[config.mk]
export PLATFORM = sky130hd
export DESIGN_NAME = quad_speed_meter_flat
export DESIGN_NICKNAME = d
export VERILOG_FILES = /design/src/rtl/quad_speed_meter_pkg.sv /design/src/rtl/quad_speed_meter_if.sv /design/src/rtl/quad_speed_meter_input_conditioner.sv /design/src/rtl/quad_speed_meter.sv /design/src/flat_wrapper.sv
export SDC_FILE = /design/constraint.sdc
export NUM_CORES = 1
export LEC_CHECK = 0
export ABC_CLOCK_PERIOD_IN_PS = 4550
export BUFFER_PORTS_ARGS = -buffer_cell sky130_fd_sc_hd__buf_2
export CAP_MARGIN = 20
export CORE_ASPECT_RATIO = 1.1
export CORE_MARGIN = 2
export CORE_UTILIZATION = 50
export DETAILED_ROUTE_END_ITERATION = 16
export PLACE_DENSITY = 0.67
export SYNTH_ARGS = -nofsm -noshare
export SYNTH_HDL_FRONTEND = slang
export SYNTH_SLANG_ARGS = --single-unit
[constraint.sdc]
create_clock -name CLK -period 4.55 [get_ports CLK]
set_clock_uncertainty 0.1 [all_clocks]
set_input_delay 0.91 -clock CLK [delete_from_list [all_inputs] [get_ports CLK]]
set_output_delay 0.91 -clock CLK [all_outputs]
set_load 0.005 [all_outputs]
[src/rtl/quad_speed_meter_pkg.sv]
// Shared types and constants for the quadrature speed meter.
// Optional glitch filter is selected with the QUAD_GLITCH_FILTER_EN macro.
package quad_enc_pkg;

   localparam int SPEED_W = 32;
   localparam int POS_W   = 32;

   typedef enum logic [1:0] {
      ST_IDLE  = 2'd0,
      ST_ARMED = 2'd1,
      ST_RUN   = 2'd2
   } state_e;

   localparam logic [POS_W-1:0] STEP_CW  = 32'h0000_0001;
   localparam logic [POS_W-1:0] STEP_CCW = 32'hFFFF_FFFF;

   // B low at an A rise means clockwise rotation.
   function automatic logic [POS_W-1:0] pos_step(input logic b_level);
      return b_level ? STEP_CCW : STEP_CW;
   endfunction

endpackage

[src/rtl/quad_speed_meter_if.sv]
// Encoder pins and measurement results of the quadrature speed meter.
// The master modport is the meter itself; slave is the encoder/consumer side.
interface quad_speed_meter_if;
   import quad_enc_pkg::*;

   logic               enc_a_raw;
   logic               enc_b_raw;
   logic               enc_a_q;
   logic               enc_b_q;
   logic [SPEED_W-1:0] wheel_speed;
   logic               speed_valid;
   logic [POS_W-1:0]   position;

   modport master (
      input  enc_a_raw,
      input  enc_b_raw,
      output enc_a_q,
      output enc_b_q,
      output wheel_speed,
      output speed_valid,
      output position
   );

   modport slave (
      output enc_a_raw,
      output enc_b_raw,
      input  enc_a_q,
      input  enc_b_q,
      input  wheel_speed,
      input  speed_valid,
      input  position
   );

endinterface

[src/rtl/quad_speed_meter_input_conditioner.sv]
// One encoder channel: synchroniser chain, plus a stable-sample glitch filter
// when QUAD_GLITCH_FILTER_EN is defined.
module quad_input_conditioner #(
   parameter int SYNC_STAGES = 2,
   parameter int FILTER_LEN  = 4
) (
   input  logic CLK,
   input  logic RST_n,
   input  logic raw_in,
   output logic level_out
);

   logic [SYNC_STAGES-1:0] sync_q;
   logic [SYNC_STAGES-1:0] sync_d;
   logic                   sync_out_s;

   // Shift the raw pin into the synchroniser chain.
   always_comb begin
      sync_d = {sync_q[SYNC_STAGES-2:0], raw_in};
   end

   // Synchroniser flops.
   always_ff @(posedge CLK or negedge RST_n) begin
      if (!RST_n) begin
         sync_q <= '0;
      end else begin
         sync_q <= sync_d;
      end
   end

   assign sync_out_s = sync_q[SYNC_STAGES-1];

`ifdef QUAD_GLITCH_FILTER_EN
   localparam int CNT_W = $clog2(FILTER_LEN + 1);

   logic             level_q;
   logic             level_d;
   logic [CNT_W-1:0] cnt_q;
   logic [CNT_W-1:0] cnt_d;

   // Accept a new level only after FILTER_LEN consecutive differing samples.
   always_comb begin
      level_d = level_q;
      cnt_d   = cnt_q;
      if (sync_out_s == level_q) begin
         cnt_d = {CNT_W{1'b0}};
      end else if (cnt_q == CNT_W'(FILTER_LEN - 1)) begin
         level_d = sync_out_s;
         cnt_d   = {CNT_W{1'b0}};
      end else begin
         cnt_d = cnt_q + CNT_W'(1);
      end
   end

   // Filter state flops.
   always_ff @(posedge CLK or negedge RST_n) begin
      if (!RST_n) begin
         level_q <= 1'b0;
         cnt_q   <= {CNT_W{1'b0}};
      end else begin
         level_q <= level_d;
         cnt_q   <= cnt_d;
      end
   end

   assign level_out = level_q;
`else
   assign level_out = sync_out_s;
`endif

endmodule

[src/rtl/quad_speed_meter.sv]
// Quadrature front end: A-rise period measurement, stop detection and signed
// position count. Build with QUAD_GLITCH_FILTER_EN to enable the input filter.
module quad_speed_meter
   import quad_enc_pkg::*;
#(
   parameter int SYNC_STAGES    = 2,
   parameter int TIMEOUT_CYCLES = 50_000_000,
   parameter int FILTER_LEN     = 4
) (
   input  logic                CLK,
   input  logic                RST_n,
   quad_speed_meter_if.master  bus
);

   localparam logic [SPEED_W-1:0] TIMEOUT_VAL = SPEED_W'(TIMEOUT_CYCLES);

   logic               a_lvl_s;
   logic               b_lvl_s;
   logic               a_rise_s;
   logic               timeout_s;

   logic               a_dly_q,       a_dly_d;
   logic [SPEED_W-1:0] count_q,       count_d;
   state_e             state_q,       state_d;
   logic [SPEED_W-1:0] wheel_speed_q, wheel_speed_d;
   logic               speed_valid_q, speed_valid_d;
   logic [POS_W-1:0]   position_q,    position_d;

   quad_input_conditioner #(
      .SYNC_STAGES (SYNC_STAGES),
      .FILTER_LEN  (FILTER_LEN)
   ) u_cond_a (
      .CLK       (CLK),
      .RST_n     (RST_n),
      .raw_in    (bus.enc_a_raw),
      .level_out (a_lvl_s)
   );

   quad_input_conditioner #(
      .SYNC_STAGES (SYNC_STAGES),
      .FILTER_LEN  (FILTER_LEN)
   ) u_cond_b (
      .CLK       (CLK),
      .RST_n     (RST_n),
      .raw_in    (bus.enc_b_raw),
      .level_out (b_lvl_s)
   );

   assign a_rise_s  = a_lvl_s & ~a_dly_q;
   assign timeout_s = (count_q == TIMEOUT_VAL);

   // Edge history, period counter, FSM next state and position update.
   always_comb begin
      a_dly_d       = a_lvl_s;
      state_d       = state_q;
      wheel_speed_d = wheel_speed_q;
      speed_valid_d = 1'b0;
      position_d    = position_q;

      if (a_rise_s) begin
         count_d = {{(SPEED_W-1){1'b0}}, 1'b1};
      end else if (timeout_s) begin
         count_d = count_q;
      end else begin
         count_d = count_q + {{(SPEED_W-1){1'b0}}, 1'b1};
      end

      if (a_rise_s) begin
         position_d = position_q + pos_step(b_lvl_s);
      end else begin
         position_d = position_q;
      end

      // An A rise takes priority over a coincident timeout.
      case (state_q)
         ST_IDLE: begin
            wheel_speed_d = {SPEED_W{1'b0}};
            if (a_rise_s) begin
               state_d = ST_ARMED;
            end else begin
               state_d = ST_IDLE;
            end
         end
         ST_ARMED: begin
            if (a_rise_s) begin
               state_d       = ST_RUN;
               wheel_speed_d = count_q;
               speed_valid_d = 1'b1;
            end else if (timeout_s) begin
               state_d = ST_IDLE;
            end else begin
               state_d = ST_ARMED;
            end
         end
         ST_RUN: begin
            if (a_rise_s) begin
               wheel_speed_d = count_q;
               speed_valid_d = 1'b1;
            end else if (timeout_s) begin
               state_d       = ST_IDLE;
               wheel_speed_d = {SPEED_W{1'b0}};
               speed_valid_d = 1'b1;
            end else begin
               state_d = ST_RUN;
            end
         end
         default: begin
            state_d       = ST_IDLE;
            wheel_speed_d = {SPEED_W{1'b0}};
         end
      endcase
   end

   // State and output registers.
   always_ff @(posedge CLK or negedge RST_n) begin
      if (!RST_n) begin
         a_dly_q       <= 1'b0;
         count_q       <= {SPEED_W{1'b0}};
         state_q       <= ST_IDLE;
         wheel_speed_q <= {SPEED_W{1'b0}};
         speed_valid_q <= 1'b0;
         position_q    <= {POS_W{1'b0}};
      end else begin
         a_dly_q       <= a_dly_d;
         count_q       <= count_d;
         state_q       <= state_d;
         wheel_speed_q <= wheel_speed_d;
         speed_valid_q <= speed_valid_d;
         position_q    <= position_d;
      end
   end

   assign bus.enc_a_q     = a_lvl_s;
   assign bus.enc_b_q     = b_lvl_s;
   assign bus.wheel_speed = wheel_speed_q;
   assign bus.speed_valid = speed_valid_q;
   assign bus.position    = position_q;

endmodule

[src/flat_wrapper.sv]
// flat-port wrapper written by rule: the top's interface ports become plain ports
module quad_speed_meter_flat import quad_enc_pkg::*;
#(
   parameter int SYNC_STAGES    = 2,
   parameter int TIMEOUT_CYCLES = 50_000_000,
   parameter int FILTER_LEN     = 4
)
  (CLK, RST_n, bus_enc_a_raw, bus_enc_b_raw, bus_enc_a_q, bus_enc_b_q, bus_wheel_speed, bus_speed_valid, bus_position);
  quad_speed_meter_if bus_i ();
  input  logic CLK;
  input  logic RST_n;
  input wire logic [$bits(bus_i.enc_a_raw)-1:0] bus_enc_a_raw;
  input wire logic [$bits(bus_i.enc_b_raw)-1:0] bus_enc_b_raw;
  output wire logic [$bits(bus_i.enc_a_q)-1:0] bus_enc_a_q;
  output wire logic [$bits(bus_i.enc_b_q)-1:0] bus_enc_b_q;
  output wire logic [$bits(bus_i.wheel_speed)-1:0] bus_wheel_speed;
  output wire logic [$bits(bus_i.speed_valid)-1:0] bus_speed_valid;
  output wire logic [$bits(bus_i.position)-1:0] bus_position;
  assign bus_i.enc_a_raw = bus_enc_a_raw;
  assign bus_i.enc_b_raw = bus_enc_b_raw;
  assign bus_enc_a_q = bus_i.enc_a_q;
  assign bus_enc_b_q = bus_i.enc_b_q;
  assign bus_wheel_speed = bus_i.wheel_speed;
  assign bus_speed_valid = bus_i.speed_valid;
  assign bus_position = bus_i.position;
  quad_speed_meter #(.SYNC_STAGES(SYNC_STAGES), .TIMEOUT_CYCLES(TIMEOUT_CYCLES), .FILTER_LEN(FILTER_LEN)) u_core (.CLK(CLK), .RST_n(RST_n), .bus(bus_i));
endmodule
==> key figures <==
Run status
  • Outcome: complete, no violations

Yosys
  • EDFF count, synth: 0
  • Yosys warning total: 0
  • Mapped cell area: 5940 um2
  • Syn avg cell area: 8.71 um2
  • Post-synthesis cell type count: 52
  • Post-synth ARST share: 100%
  • Synth top area cells: dfrtp_1 (44%), nand2_1 (9.1%), ha_1 (7.6%), xor2_1 (4.9%), nand3_1 (4.1%)
  • Synth top area share: 43.8%
  • Syn_nets: 723
  • Ys flop type: dfrtp_1
  • Seq/Total Area, Yosys: 43.8%
  • Yosys top cell by area: dfrtp_1
  • Post-Synthesis Cells: 682
  • Synth Register Bits: 104

Clock tree
  • Skew-Pair Late Insertion Delay: 350 ps
  • # hold bufs at CTS: 0
  • H-tree depth: 3
  • Cts repair resizes: 0
  • CTS buffer count: 9
  • Root buffer cell: clkbuf_16
  • CTS tree: yes
  • Clock-pin slew on the worst setup and hold paths: 70 ps
  • Sinks on the clock net: 104
  • Post-CTS setup buffer count: 0
  • CTS Buffer Depth: 2

Critical path
  • Critical path depth in cells: 9
  • CP peak stage delay: 930 ps
  • WP data arrival: 3590 ps
  • Required @ worst endpoint: 4710 ps
  • Setup CP Type: flip-flop to flip-flop
  • CP endpoint kind: flip-flop
  • Reg-to-reg endpoint: u_core.bus.position[28]
  • FF-to-FF path depth: 9
  • Buffers and inverters on the worst path: 0
  • CP startpoint: u_core.u_cond_b.sync_q[1]
  • Worst r2r src: u_core.u_cond_b.sync_q[1]
  • Critical path, cell by cell: ha_1 -> a21oi_1 -> o211ai_1 -> a21oi_1 -> o211ai_1 -> a211oi_1 -> o21ai_1 -> xnor2_1 -> o21ai_0
  • Critical Path End: u_core.bus.position[28]
  • Crit-path leading delay family: compound AO/OA/AOI/OAI gates
  • Reg-to-reg slack, setup: 1120 ps
  • Max stage delay cell, worst path: dfrtp_1
  • Worst setup SP type: flip-flop
  • Worst Path Max Fanout: 25

Run
  • Max cap viols: 0

Placement
  • Dpl cell area: 6430 um2
  • Placer Congestion: 0.905
  • Hpwl dp: 9440 um
  • Port Buf Inserts: 70

Timing
  • Post-layout min period: 3430 ps
  • Slew of the pin with the lowest slew margin: 895 ps
  • Fmax: 292 MHz
  • Setup_tns: 0 ps
  • Final setup viols: 0
  • Slew Limit Fails: 0
  • Final hold vios: 0
  • Unrepaired setup endpoints after global routing: no
  • Final Cycle Share: 75.4%
  • Slew Limit Headroom: 40.3%

Drt
  • DR vias/cell: 5.52
  • Routed vias: 4962
  • Post-DR wirelength/cell: 14.5 um
  • WL final: 13100 um
  • Initial DRC count: 259
  • DRT antenna net count: 0
  • Drt first pass iters: 4
  • DRC Markers: 0

Floorplanning
  • Die width: 108 um
  • Row cnt: 41
  • Total die area: 12800 um2
  • Core footprint: 11500 um2
  • Initial core utilization: 51.5%
  • Die Y: 118 um
  • I/O Pins: 71

Worst hold path
  • Hold Path Class: flip-flop to flip-flop

Layout
  • Nets: 785
  • Layout cell share with drive strength beyond 1: 14.4%
  • Most frequent cells in the layout: nand2_1 (144), dfrtp_1 (104), buf_2 (69), nor2_1 (51), nand3_1 (49)
  • Design area: 6790 um2
  • Most common cell after layout, fill and taps aside: nand2_1
  • Area grow syn2layout: 14.2%
  • # diodes: 0
  • Fill count: 1032

Global route
  • Initial antenna violation count: 0
  • Largest net degree at the start of global routing: 64
  • Gr usage total: 22.0%
  • Grt total ovfl: 0
  • Vias in the first global route: 4985
  • First-pass GRT wire length: 23000 um

Power and ir drop
  • Leakage: 3.40 nW
  • VDD IR max: 232 uV
  • Cell Pwr Density: 580 nW/um2
  • Total power: 0.00394 W
-- per-stage QoR --
| step | util [%] | setup WS [ps] | std cells | hold slack (ps) |
|---|---|---|---|---|
| floorplan | - | 1480 | 682 | 231 |
| global placement | 55.8 | 1270 | 882 | 234 |
| detailed placement | 55.8 | 1160 | 882 | 240 |
| CTS | 58.7 | 1160 | 898 | 256 |
| global route | 58.8 | 869 | 899 | 260 |
| finish | 58.8 | 1120 | 899 | 253 |
-- layout make-up --
type / instances / area [um2] / share of cell area [%]
tap: 150 / 188 / 2.77
sequential: 104 / 2600 / 38.4
multi-input combinational: 536 / 3180 / 46.9
clock inverter: 7 / 110 / 1.62
inverter: 15 / 56.3 / 0.830
timing repair buffer: 78 / 420 / 6.20
clock buffer: 9 / 225 / 3.32
-- power by group --
group / switching [W] / internal, W / total (W) / leakage (nW)
Combinational: 0.00107 / 0.000736 / 0.00181 / 1.86
Clock: 0.000371 / 0.000496 / 0.000867 / 0.162
Sequential: 0.000169 / 0.00109 / 0.00126 / 1.38
Total: 0.00161 / 0.00233 / 0.00394 / 3.40
-- cell usage after synthesis, types with 4 or more instances --
library cell	count
inv_1	15
a31oi_1	4
clkbuf_1	22
and3_1	11
nand2_1	144
and2_1	5
nor2b_1	4
o21ai_1	4
nand4_1	10
a211oi_1	5
nor3_1	7
ha_1	36
nor2_1	51
dfrtp_1	104
nand3_1	49
or3_1	5
xor2_1	33
a21o_1	13
o21ai_0	46
a21oi_1	43
xnor2_1	23
-- per-layer routing --
layer | up-vias | part of all wire, % | track usage, %
met3 | 22 | 4.0 | 3.97
met4 | 0 | 1.8 | 8.17
li1 | 2476 | - | -
met5 | - | 0 | 0
met2 | 99 | 50 | 36.8
met1 | 2365 | 44 | 28.2
-- registers in the layout (all words and copies together), names as in the netlist --
register / flops
u_core.a_dly_q: 1
u_core.bus.position: 32
u_core.bus.speed_valid: 1
u_core.bus.wheel_speed: 32
u_core.count_q: 32
u_core.state_q: 2
u_core.u_cond_a.sync_q: 2
u_core.u_cond_b.sync_q: 2
-- how the worst min path moves through the flow --
| stage | startpoint | to | cells past startpoint | slack, ps |
|---|---|---|---|---|
| global placement | u_core.u_cond_a.sync_q[0] | u_core.u_cond_a.sync_q[1] | 0 | 230 |
| CTS | u_core.u_cond_b.sync_q[0] | u_core.u_cond_b.sync_q[1] | 0 | 260 |
| floorplan | u_core.u_cond_a.sync_q[0] | u_core.u_cond_a.sync_q[1] | 0 | 230 |
| global route | u_core.u_cond_b.sync_q[0] | u_core.u_cond_b.sync_q[1] | 0 | 260 |
| detailed placement | u_core.u_cond_b.sync_q[0] | u_core.u_cond_b.sync_q[1] | 0 | 240 |
| finish | u_core.u_cond_b.sync_q[0] | u_core.u_cond_b.sync_q[1] | 0 | 250 |
-- cells by family (layout without fill, tap and decap cells) --
logic type      Yosys count  count (layout)  share of synthesized area, %
simple gates            301             301                          22.6
compound gates          140             140                          14.3
flops                   104             104                          43.8
xor+xnor                 56              56                          8.26
buf+inv                  42             109                          2.72
fa+ha+maj                37              37                          7.92
mux                       2               2                         0.358
No activity file was read; power rests on OpenSTA's default activity.
